### config.mk
export PLATFORM = sky130hd
export DESIGN_NAME = pixel_packer
export DESIGN_NICKNAME = d
export VERILOG_FILES = /design/src/rtl/pixel_packer.sv
export SDC_FILE = /design/constraint.sdc
export NUM_CORES = 1
export LEC_CHECK = 0
export ABC_AREA = 1
export BUFFER_PORTS_ARGS = -buffer_cell sky130_fd_sc_hd__clkbuf_2
export CAP_MARGIN = 20
export CORE_MARGIN = 5
export CORE_UTILIZATION = 57
export CTS_BUF_LIST = sky130_fd_sc_hd__clkbuf_16
export CTS_CLUSTER_SIZE = 20
export DETAILED_ROUTE_END_ITERATION = 6
export MAX_ROUTING_LAYER = met4
export PLACE_DENSITY_LB_ADDON = 0.3
export SYNTH_ARGS = -nofsm -noshare
export SYNTH_HDL_FRONTEND = slang
export SYNTH_SLANG_ARGS = --single-unit
### constraint.sdc
create_clock -name aclk -period 2.2 [get_ports aclk]
set_clock_uncertainty 0.05 [all_clocks]
set_input_delay 0.11 -clock aclk [delete_from_list [all_inputs] [get_ports aclk]]
set_output_delay 0.11 -clock aclk [all_outputs]
set_load 0.02 [all_outputs]
### src/rtl/pixel_packer.sv
// pixel_packer: packs a serial 24-bit RGB pixel stream into 32-bit
// AXI4-Stream words (4 pixels -> 3 words) with frame/line markers.
//
// Ports:
//   aclk, aresetn     clock, asynchronous active-low reset
//   clear             synchronous restart of phase/x/y/residual
//   in_r/in_g/in_b    pixel colour components (pixel = {r,g,b})
//   in_valid          pixel present this cycle
//   in_ready          packer can take a pixel this cycle (combinational)
//   m_axis_tdata      packed output word
//   m_axis_tvalid     output word valid
//   m_axis_tready     sink ready
//   m_axis_tlast      word holds last pixel of a line
//   m_axis_tuser      word holds pixel (0,0) of a frame
//   frame_done        one-cycle pulse after the last word of a frame is taken
module pixel_packer #(
  parameter int unsigned X_SIZE = 640,
  parameter int unsigned Y_SIZE = 480
) (
  input  logic        aclk,
  input  logic        aresetn,
  input  logic        clear,
  input  logic [7:0]  in_r,
  input  logic [7:0]  in_g,
  input  logic [7:0]  in_b,
  input  logic        in_valid,
  output logic        in_ready,
  output logic [31:0] m_axis_tdata,
  output logic        m_axis_tvalid,
  input  logic        m_axis_tready,
  output logic        m_axis_tlast,
  output logic        m_axis_tuser,
  output logic        frame_done
);

  localparam int unsigned PW = 24;
  localparam int unsigned DW = 32;
  localparam int unsigned XW = (X_SIZE > 1) ? $clog2(X_SIZE) : 1;
  localparam int unsigned YW = (Y_SIZE > 1) ? $clog2(Y_SIZE) : 1;

  typedef enum logic [1:0] {PH0, PH1, PH2, PH3} phase_e;

  phase_e          phase_q, phase_d;
  logic [XW-1:0]   x_q, x_d;
  logic [YW-1:0]   y_q, y_d;
  logic [PW-1:0]   residual_q, residual_d;
  logic            sof_q, sof_d;       // current group started at pixel (0,0)
  logic [DW-1:0]   tdata_q, tdata_d;
  logic            tvalid_q, tvalid_d;
  logic            tlast_q, tlast_d;
  logic            tuser_q, tuser_d;
  logic            eof_q, eof_d;       // held word is the last word of a frame
  logic            frame_done_q, frame_done_d;

  logic [PW-1:0]   pixel;
  logic            accept;
  logic            line_end;
  logic            frame_end;

  // Ready whenever the output slot is empty or draining this cycle.
  assign in_ready = aresetn && (!tvalid_q || m_axis_tready);

  assign m_axis_tdata  = tdata_q;
  assign m_axis_tvalid = tvalid_q;
  assign m_axis_tlast  = tlast_q;
  assign m_axis_tuser  = tuser_q;
  assign frame_done    = frame_done_q;

  // State registers.
  always_ff @(posedge aclk or negedge aresetn) begin
    if (!aresetn) begin
      phase_q      <= PH0;
      x_q          <= '0;
      y_q          <= '0;
      residual_q   <= '0;
      sof_q        <= 1'b0;
      tdata_q      <= '0;
      tvalid_q     <= 1'b0;
      tlast_q      <= 1'b0;
      tuser_q      <= 1'b0;
      eof_q        <= 1'b0;
      frame_done_q <= 1'b0;
    end else begin
      phase_q      <= phase_d;
      x_q          <= x_d;
      y_q          <= y_d;
      residual_q   <= residual_d;
      sof_q        <= sof_d;
      tdata_q      <= tdata_d;
      tvalid_q     <= tvalid_d;
      tlast_q      <= tlast_d;
      tuser_q      <= tuser_d;
      eof_q        <= eof_d;
      frame_done_q <= frame_done_d;
    end
  end

  // Phase FSM, position counters and output stage.
  always_comb begin
    pixel     = {in_r, in_g, in_b};
    accept    = in_valid && in_ready && !clear;
    line_end  = (x_q == XW'(X_SIZE - 1));
    frame_end = (y_q == YW'(Y_SIZE - 1));

    phase_d      = phase_q;
    x_d          = x_q;
    y_d          = y_q;
    residual_d   = residual_q;
    sof_d        = sof_q;
    tdata_d      = tdata_q;
    tlast_d      = tlast_q;
    tuser_d      = tuser_q;
    eof_d        = eof_q;
    // Slot empties on a handshake unless reloaded below.
    tvalid_d     = tvalid_q && !m_axis_tready;
    frame_done_d = tvalid_q && m_axis_tready && eof_q;

    if (clear) begin
      phase_d    = PH0;
      x_d        = '0;
      y_d        = '0;
      residual_d = '0;
      sof_d      = 1'b0;
    end else if (accept) begin
      if (line_end) begin
        x_d = '0;
        y_d = frame_end ? '0 : y_q + YW'(1);
      end else begin
        x_d = x_q + XW'(1);
      end

      unique case (phase_q)
        PH0: begin
          residual_d = pixel;
          sof_d      = (x_q == '0) && (y_q == '0);
          phase_d    = PH1;
        end
        PH1: begin
          tdata_d    = {pixel[7:0], residual_q};
          tvalid_d   = 1'b1;
          tuser_d    = sof_q;
          tlast_d    = 1'b0;
          eof_d      = 1'b0;
          residual_d = {8'h00, pixel[23:8]};
          phase_d    = PH2;
        end
        PH2: begin
          tdata_d    = {pixel[15:0], residual_q[15:0]};
          tvalid_d   = 1'b1;
          tuser_d    = 1'b0;
          tlast_d    = 1'b0;
          eof_d      = 1'b0;
          residual_d = {16'h0000, pixel[23:16]};
          phase_d    = PH3;
        end
        PH3: begin
          tdata_d    = {pixel, residual_q[7:0]};
          tvalid_d   = 1'b1;
          tuser_d    = 1'b0;
          tlast_d    = line_end;
          eof_d      = line_end && frame_end;
          residual_d = '0;
          phase_d    = PH0;
        end
        default: phase_d = PH0;
      endcase
    end
  end

endmodule

; ---- Word level (Yosys, flattened, before mapping)
; Index checks and enable logic that the tools add are counted.
[classes]
add_sub_neg = 2
eq_ne = 5
muxes = 23
bitwise = 1
reduce_logical = 29
[ops]
columns = operator, n
row1 = case mux 24 bit (4 select lines), 1
row2 = case mux 32 bit (3 select lines), 1
row3 = 2-to-1 mux 24 bit, 2
row4 = 2-to-1 mux 9 bit, 4
row5 = 2-to-1 mux 10 bit, 3
row6 = "adder 10 x 1 -> 10 bit, second input constant", 1
row7 = "== test 10 bit, second input constant", 1
row8 = logical NOT 10 bit, 1
row9 = nonzero test 2 bit, 5
row10 = "adder 9 x 1 -> 9 bit, second input constant", 1
row11 = "== test 9 bit, second input constant", 1
row12 = logical NOT 9 bit, 1
row13 = AND reduction 3 bit, 3
row14 = logical AND 1 bit, 8
row15 = case mux 2 bit (4 select lines), 1
row16 = 2-to-1 mux 1 bit, 6
row17 = case mux 1 bit (2 select lines), 3
row18 = "== test 2 bit, second input constant", 2
row19 = 2-to-1 mux 2 bit, 2
row20 = AND reduction 2 bit, 2
row21 = OR reduction 2 bit, 2
row22 = logical NOT 1 bit, 3
row23 = nonzero test 3 bit, 1
row24 = OR reduction 3 bit, 1
row25 = other kinds (4), 4
[word_totals]
regBits = 83
in_bits = 29
output_inout_bits = 37
elab_cells = 71

; ---- Logic depth before layout (Yosys ltp)
; Gate-level depths: netlist (run 1).
[depth]
depth_word = 7
depth_mapped = 9
depth_no_buf = 8

; ---- Worst setup path after synthesis (run 1)
; No wires, ideal clock.
[synth_path]
path_type = register to register
start = register phase_q[0]
end = register tdata_q[12] (netlist: m_axis_tdata[12])
setup_ns = 0.123
arrival_time_ns = 1.359
required_ns = 2.027
path_slack_ns = 0.668
path_stages_with_launch = 10
path_buffers = 1
synth_period_minus_slack_ns = 1.532
path_cell_list = dfrtp_1 inv_1 ha_1 nor2_2 inv_2 nor2_8 inv_2 buf_6 nand2_1 o21ai_2
[synth_via]
elab_chain_len = 3
word_cells_on_any_way = 6
cone_classes = eq/ne: 3 / mux: 1 / reduce/logical: 2
[synth_rtl]
columns = item, line
row1 = start: declaration, 43  ; phase_e phase_q, phase_d;
row2 = start signal: assignment, 84  ; phase_q <= phase_d;
row3 = == test 2 bit or == test 2 x 1 -> 1 bit (tied branches), 132  ; unique case (phase_q)
row4 = nonzero test 3 bit (no source line), -
row5 = AND reduction 3 bit (no source line), -
row6 = end signal: assignment, 89  ; tdata_q <= tdata_d;
row7 = end: declaration, 48  ; logic [DW-1:0] tdata_q, tdata_d;
; Several ways; a longest one is shown, not always the timed one. The select of a mux whose other input is x is not followed.
; A chain may end at the register's enable or synchronous reset.

; ---- Final worst setup path (run 1)
[layout_path]
start = input port m_axis_tready
end = register sof_q
[layout_via]
elab_chain_len = 6
[layout_rtl]
columns = item, line
row1 = start: declaration, 30  ; input logic m_axis_tready,
row2 = logical OR 1 bit, 61  ; assign in_ready = aresetn && (!tvalid_q || m_axis_tready);
row3 = logical AND 1 bit, 61
row4 = logical AND 1 bit (2 in a row), 101  ; accept = in_valid && in_ready && !clear;
row5 = nonzero test 2 bit (no source line), -
row6 = AND reduction 2 bit (no source line), -
row7 = end signal: assignment, 76  ; sof_q <= 1'b0;
row8 = end signal: assignment, 88  ; sof_q <= sof_d;
row9 = end: declaration, 47  ; logic sof_q, sof_d;
; Every way passes these cells.

==> results_dict.tcl, run 1 <==
set metrics [dict create \
    power.leakage_nw 2.732 \
    rr_startpoint "phase_q[0]$_DFFE_PN0P_" \
    cts_setup_buffers 0 \
    grtUsageMet2_pct 41.22 \
    drtIter0Drc 327 \
    grt.busiest_layer "met2" \
    drt_first_pass_iters 6 \
    cts_buffer_depth 2 \
    grt_pass1_vias 3984 \
    drc 0 \
    min-delay-start "in_r[6]" \
    cp_slowest_cell "inv_1" \
    antennaDiodeCount 0 \
    dieArea_um2 9555 \
    period_share_pct 91.88 \
    synth_area_leader_cell "dfrtp_1" \
    power_w 0.004055 \
    syn_inst 556 \
    clock_latency_ps 340 \
    power-per-cell-area_nw_per_um2 797.6 \
    worst_pin_slew_ps 754.0 \
    synth.area.mux_share_pct 0 \
    ant_nets 0 \
    drv_cap 0 \
    yosys-top-cells-count "nand2_1, dfrtp_1, inv_1" \
    ys_seq_area_share_pct 47.32 \
    setup_violations 0 \
    crit_fanout 22 \
    slew_violations 0 \
    place_congestion 0.9188 \
    num_vias 4046 \
    area_growth_pct 15.82 \
    use_met3_pct 4.929 \
    syn_avg_cell_area_um2 7.894 \
    cp_data_required_time_ps 2370 \
    outcome "finished, final reports clean" \
    grt_max_degree 53 \
    async_flop_share_pct 100.0 \
    drive_above_1_share_pct 18.53 \
    placementRows 32 \
    cts_tree "yes" \
    cts_sinks 83 \
    numCtsBuffers 9 \
    irDropWorstVdd_mv 0.4144 \
    grt_pass1_wl_um 19180 \
    grt.total_usage_pct 25.20 \
    synth_area_um2 4389 \
    critPathMaxStageDelay_ps 630 \
    hold_viol 0 \
    cp_cell_sequence "dlygate4sd3_1 -> clkbuf_2 -> inv_1 -> nand2_2 -> nand3_4 -> nand2_2 -> inv_1 -> nor2_1 -> nand3_1 -> nand2_1" \
    end_kind "flip-flop" \
    path_class "input pin to flip-flop" \
    yosysTopAreaCellShare_pct 47.32 \
    coreArea_um2 7607 \
    yosysWarnings 0 \
    synth_fa_ha_area_share_pct 2.281 \
    ys.flop_type "dfrtp_1" \
    grt.overflow.total 0 \
    nFillCells 619 \
    crit_start "m_axis_tready" \
    synth_fp_nets 593 \
    synth_compound_area_share_pct 12.57 \
    clkTransAtPathRegs_ps 70 \
    viasPerCell 5.558 \
    final.setup.tns_ps 0 \
    start_kind "input pin" \
    initial_core_util_pct 57.70 \
    antenna_found_initial 0 \
    post-dp-hpwl_um 7896 \
    synth.most_common_cell "nand2_1" \
    fp.dieH_um 97.75 \
    ios 66 \
    die_x_um 97.75 \
    synth_edf_count 0 \
    synthSimpleGateAreaFrac_pct 27.71 \
    wl_per_cell_um 15.58 \
    htree_levels 3 \
    synth.distinct_cells 29 \
    finalNetCount 658 \
    synth_top_family_by_area "simple AND/OR/NAND/NOR gates" \
    min_path_type "input pin to flip-flop" \
    worstPathArrival_ps 2190 \
    synth_area_leaders "dfrtp_1, nand2_1, inv_1" \
    synth_xor_xnor_area_share_pct 0.7982 \
    grt_use_met1_pct 32.31 \
    final.min_clock_period_ps 2021 \
    max_freq_ghz 0.4947 \
    maxSlewHeadroom_pct 49.68 \
    ys_ff_latch 83 \
    rsz0062_at_grt "no" \
    port_buffers 65 \
    wl_um 11340 \
    cts_root_buffer "clkbuf_16" \
]
==> per-layer routing <==
layer	part of all wire (%)	wire (um)	vias up
met5	0	0	-
met4	1.8	204	0
met3	6.3	717	27
met2	50	5655	162
met1	42	4765	1923
li1	-	-	1934
==> power breakdown <==
group / total, W / switching, W / internal (W) / leakage [nW]
Combinational: 0.000733 / 0.000495 / 0.000238 / 1.47
Clock: 0.00153 / 0.000650 / 0.000885 / 0.142
Sequential: 0.00179 / 0.0000978 / 0.00169 / 1.12
Total: 0.00405 / 0.00124 / 0.00281 / 2.73
==> path summary, 6_finish.rpt <==
check,to,slack [ps],cells after the start
setup / recovery,sof_q$_DFFE_PN0P_,180,10
hold / removal,residual_q[22]$_DFFE_PN0P_,20,3
setup reg to reg,m_axis_tdata[9]$_DFFE_PN0P_,200,8
hold reg to reg,m_axis_tdata[4]$_DFFE_PN0P_,420,2
max in group asynchronous,x_q[2]$_DFFE_PN0P_,710,4
min in group asynchronous,m_axis_tvalid$_DFF_PN0_,450,3
==> kinds of logic after synthesis <==
| kind of cell | Yosys count |
|---|---|
| adder cells (fa/ha/maj) | 8 |
| buffers and inverters | 91 |
| AND/OR/NAND/NOR | 282 |
| XOR/XNOR | 4 |
| AO/OA/AOI/OAI | 88 |
| flip-flops | 83 |
==> cell usage in the layout (no fill, tap or decap), drive strengths merged <==
cell / instances
nor3: 2
buf: 9
nor2: 48
a22oi: 8
nand4: 15
dlygate4sd3: 2
nand3: 31
o21ai: 35
nand2: 185
clkinv: 3
bufinv: 1
a21oi: 5
clkinvlp: 3
dfrtp: 83
xor2: 4
and3: 1
ha: 8
o22ai: 40
clkbuf: 73
inv: 70
==> sequential cells by signal, summed over array words and instances (netlist names) <==
| name | count |
|---|---|
| m_axis_tlast | 1 |
| y_q | 9 |
| m_axis_tvalid | 1 |
| eof_q | 1 |
| x_q | 10 |
| frame_done | 1 |
| residual_q | 24 |
| sof_q | 1 |
| m_axis_tuser | 1 |
| m_axis_tdata | 32 |
| phase_q | 2 |
==> layout make-up <==
| type | instances | area, um^2 | share of cell area (%) |
|---|---|---|---|
| Clock inverter | 7 | 76.32 | 1.501 |
| Inverter | 70 | 266.5 | 5.242 |
| Tap cell | 102 | 127.6 | 2.510 |
| Sequential cell | 83 | 2077 | 40.86 |
| Timing Repair Buffer | 75 | 407.9 | 8.024 |
| Clock buffer | 9 | 225.2 | 4.430 |
| Multi-Input combinational cell | 382 | 1903 | 37.44 |
==> through the flow <==
step           util, %  cell area (um^2)  hold WS (ps)  instances  worst slack, ps
2_1_floorplan        -              4389        -235.6        556            668.3
3_3_place_gp     62.55              4758         278.7        710            220.8
3_5_place_dp     62.55              4758         282.9        710            208.1
4_1_cts          66.78              5080         26.74        728            194.5
5_1_grt          66.83              5084         33.39        728            40.24
6_report         66.83              5084         23.92        728            178.5
==> critical path, delay by kind of cell <==
kind	cells	cell delay, ps
simple gates	6	730
buf+inv	4	1330
==> what timing repair did <==
action	in CTS	in global routing
endpoints found under the setup margin	0	1
gates resized for setup	0	1
hold endpoints to repair	51	0
hold buffers	2	0
No activity file was read; power rests on OpenSTA's default activity.
==> run 2, diff against run 1 <==
--- a/config.mk
+++ b/config.mk
@@ -8,6 +8,7 @@
 export ABC_AREA = 1
 export BUFFER_PORTS_ARGS = -buffer_cell sky130_fd_sc_hd__clkbuf_2
 export CAP_MARGIN = 20
+export CORE_ASPECT_RATIO = 0.8
 export CORE_MARGIN = 5
 export CORE_UTILIZATION = 57
 export CTS_BUF_LIST = sky130_fd_sc_hd__clkbuf_16
==> results_dict.tcl, run 2 (synthesis gave the netlist of run 1 again) <==
set metrics [dict create \
    outcome "finished, final reports clean" \
    min_to "residual_q[6]$_DFFE_PN0P_" \
    placementRows 28 \
    area_growth_pct 16.56 \
    grt_pass1_vias 3924 \
    drv_cap 0 \
    worstPathArrival_ps 2080 \
    grt_pass1_wl_um 19350 \
    cp_num_buf_inv 4 \
    antenna_found_initial 0 \
    grt.overflow.total 0 \
    wl_per_cell_um 15.67 \
    rr_worst_depth 5 \
    numCtsBuffers 9 \
    cp_cell_sequence "dlygate4sd3_1 -> clkbuf_2 -> inv_1 -> nand2_2 -> nand3_4 -> inv_1 -> nand3_1 -> o22ai_1" \
    drive_above_1_share_pct 18.31 \
    power.leakage_nw 2.755 \
    coreArea_um2 7462 \
    drt_first_pass_iters 6 \
    setup_violations 0 \
    end_kind "flip-flop" \
    htree_levels 3 \
    place_congestion 0.9512 \
    ant_nets 0 \
    rsz0062_at_grt "no" \
    irDropWorstVdd_mv 0.5176 \
    cts_setup_buffers 0 \
    cts_buffer_depth 2 \
    whs_path_depth 3 \
    path_common_cell "inv_1" \
    largest_reg_flops 32 \
    initial_core_util_pct 58.82 \
    cp_data_required_time_ps 2380 \
    grt.total_usage_pct 26.77 \
    worstReg2RegEnd "m_axis_tdata[31]$_DFFE_PN0P_" \
    cts_sinks 83 \
    antennaDiodeCount 0 \
    viasPerCell 5.583 \
    p_int_w 0.002805 \
    start_kind "input pin" \
    die_x_um 108.1 \
    ios 66 \
    worst_pin_slew_ps 782.7 \
    power-per-cell-area_nw_per_um2 782.8 \
    seq_power_share_pct 44.6 \
    swShare_pct 29.97 \
    maxSlewHeadroom_pct 47.82 \
    clkTransAtPathRegs_ps 60 \
    finalNetCount 660 \
    clkPwrFrac_pct 36.9 \
    cts-hold-fix-buffers 2 \
    power_w 0.004005 \
    cts_resized 0 \
    min-delay-start "in_b[6]" \
    num_vias 4092 \
    drtIter0Drc 351 \
    fp.dieH_um 88.49 \
    wl_um 11490 \
    cts_root_buffer "clkbuf_16" \
    layout_commonest_cell "nand2_1" \
    slew_violations 0 \
    final.setup.tns_ps 0 \
    cp_slowest_cell "dlygate4sd3_1" \
    drc 0 \
    grt_max_degree 61 \
    r2r_setup_slack_ps 320 \
    dieArea_um2 9566 \
    period_share_pct 86.10 \
    p_switching_w 0.001200 \
    clock_latency_ps 340 \
    max_freq_ghz 0.5279 \
    min_path_type "input pin to flip-flop" \
    port_buffers 65 \
    pwr-share-comb_pct 18.5 \
    cts_tree "yes" \
    critPathMaxStageDelay_ps 520 \
    post-dp-hpwl_um 8252 \
    final_cell_mix "nand2_1, dfrtp_1, inv_1, clkbuf_2, nor2_1" \
    final_util_pct 68.56 \
    nFillCells 641 \
    rr_startpoint "phase_q[0]$_DFFE_PN0P_" \
    final.min_clock_period_ps 1894 \
    path_class "input pin to flip-flop" \
    crit_fanout 12 \
    hold_viol 0 \
    critical-path-top-delay-family "buffers and inverters" \
]
[run 2: worst reg2reg max path: stages, from the launching register on]
cell,delay (ps)
dfrtp_1,430
ha_1,380
inv_1,440
o22ai_1,180
o21ai_1,200
nand2_1,80
[run 2: final cells by class]
type,instances,area (um^2),share of cell area [%]
clock buffer,9,225.2,4.402
clock inverter,7,68.82,1.345
inverter,70,262.8,5.136
multi-input combinational,382,1903,37.20
sequential,83,2077,40.60
tap,105,131.4,2.568
timing repair buffer,77,447.9,8.755
[run 2: stage by stage]
stage               area [um^2]  hold WS, ps  instances  setup slack (ps)
finish                     5116        37.55        733             305.8
detailed placement         4802        115.9        715             347.5
floorplan                  4389       -235.6        556             668.3
global route               5116        45.64        733             191.0
global placement           4802        110.6        715             410.4
CTS                        5116        27.15        733             340.5
[run 2: routing by layer]
metal	GRT usage, %	routed length (um)
met1	36.62	5113
met2	39.22	5076
met3	6.929	1114
met4	8.716	182
met5	-	0
[run 2: how the worst max path moves through the flow]
stage	startpoint	to	slack [ps]	cells after the start
after global placement	phase_q[0]$_DFFE_PN0P_	m_axis_tdata[16]$_DFFE_PN0P_	410	9
final	m_axis_tready	residual_q[20]$_DFFE_PN0P_	310	8
after global routing	phase_q[0]$_DFFE_PN0P_	eof_q$_DFFE_PN0P_	190	8
after floorplan	phase_q[0]$_DFFE_PN0P_	m_axis_tdata[12]$_DFFE_PN0P_	670	9
after CTS	phase_q[0]$_DFFE_PN0P_	m_axis_tdata[18]$_DFFE_PN0P_	340	9
after detailed placement	phase_q[0]$_DFFE_PN0P_	m_axis_tdata[18]$_DFFE_PN0P_	350	9
[run 2: power groups by stage]
stage | Sequential, W | Clock (W) | Combinational [W]
floorplan | 0.00195 | 0 | 0.000308
global placement | 0.00181 | 0 | 0.000720
detailed placement | 0.00181 | 0 | 0.000736
CTS | 0.00179 | 0.00151 | 0.000743
global route | 0.00180 | 0.00158 | 0.000811
finish | 0.00179 | 0.00148 | 0.000739
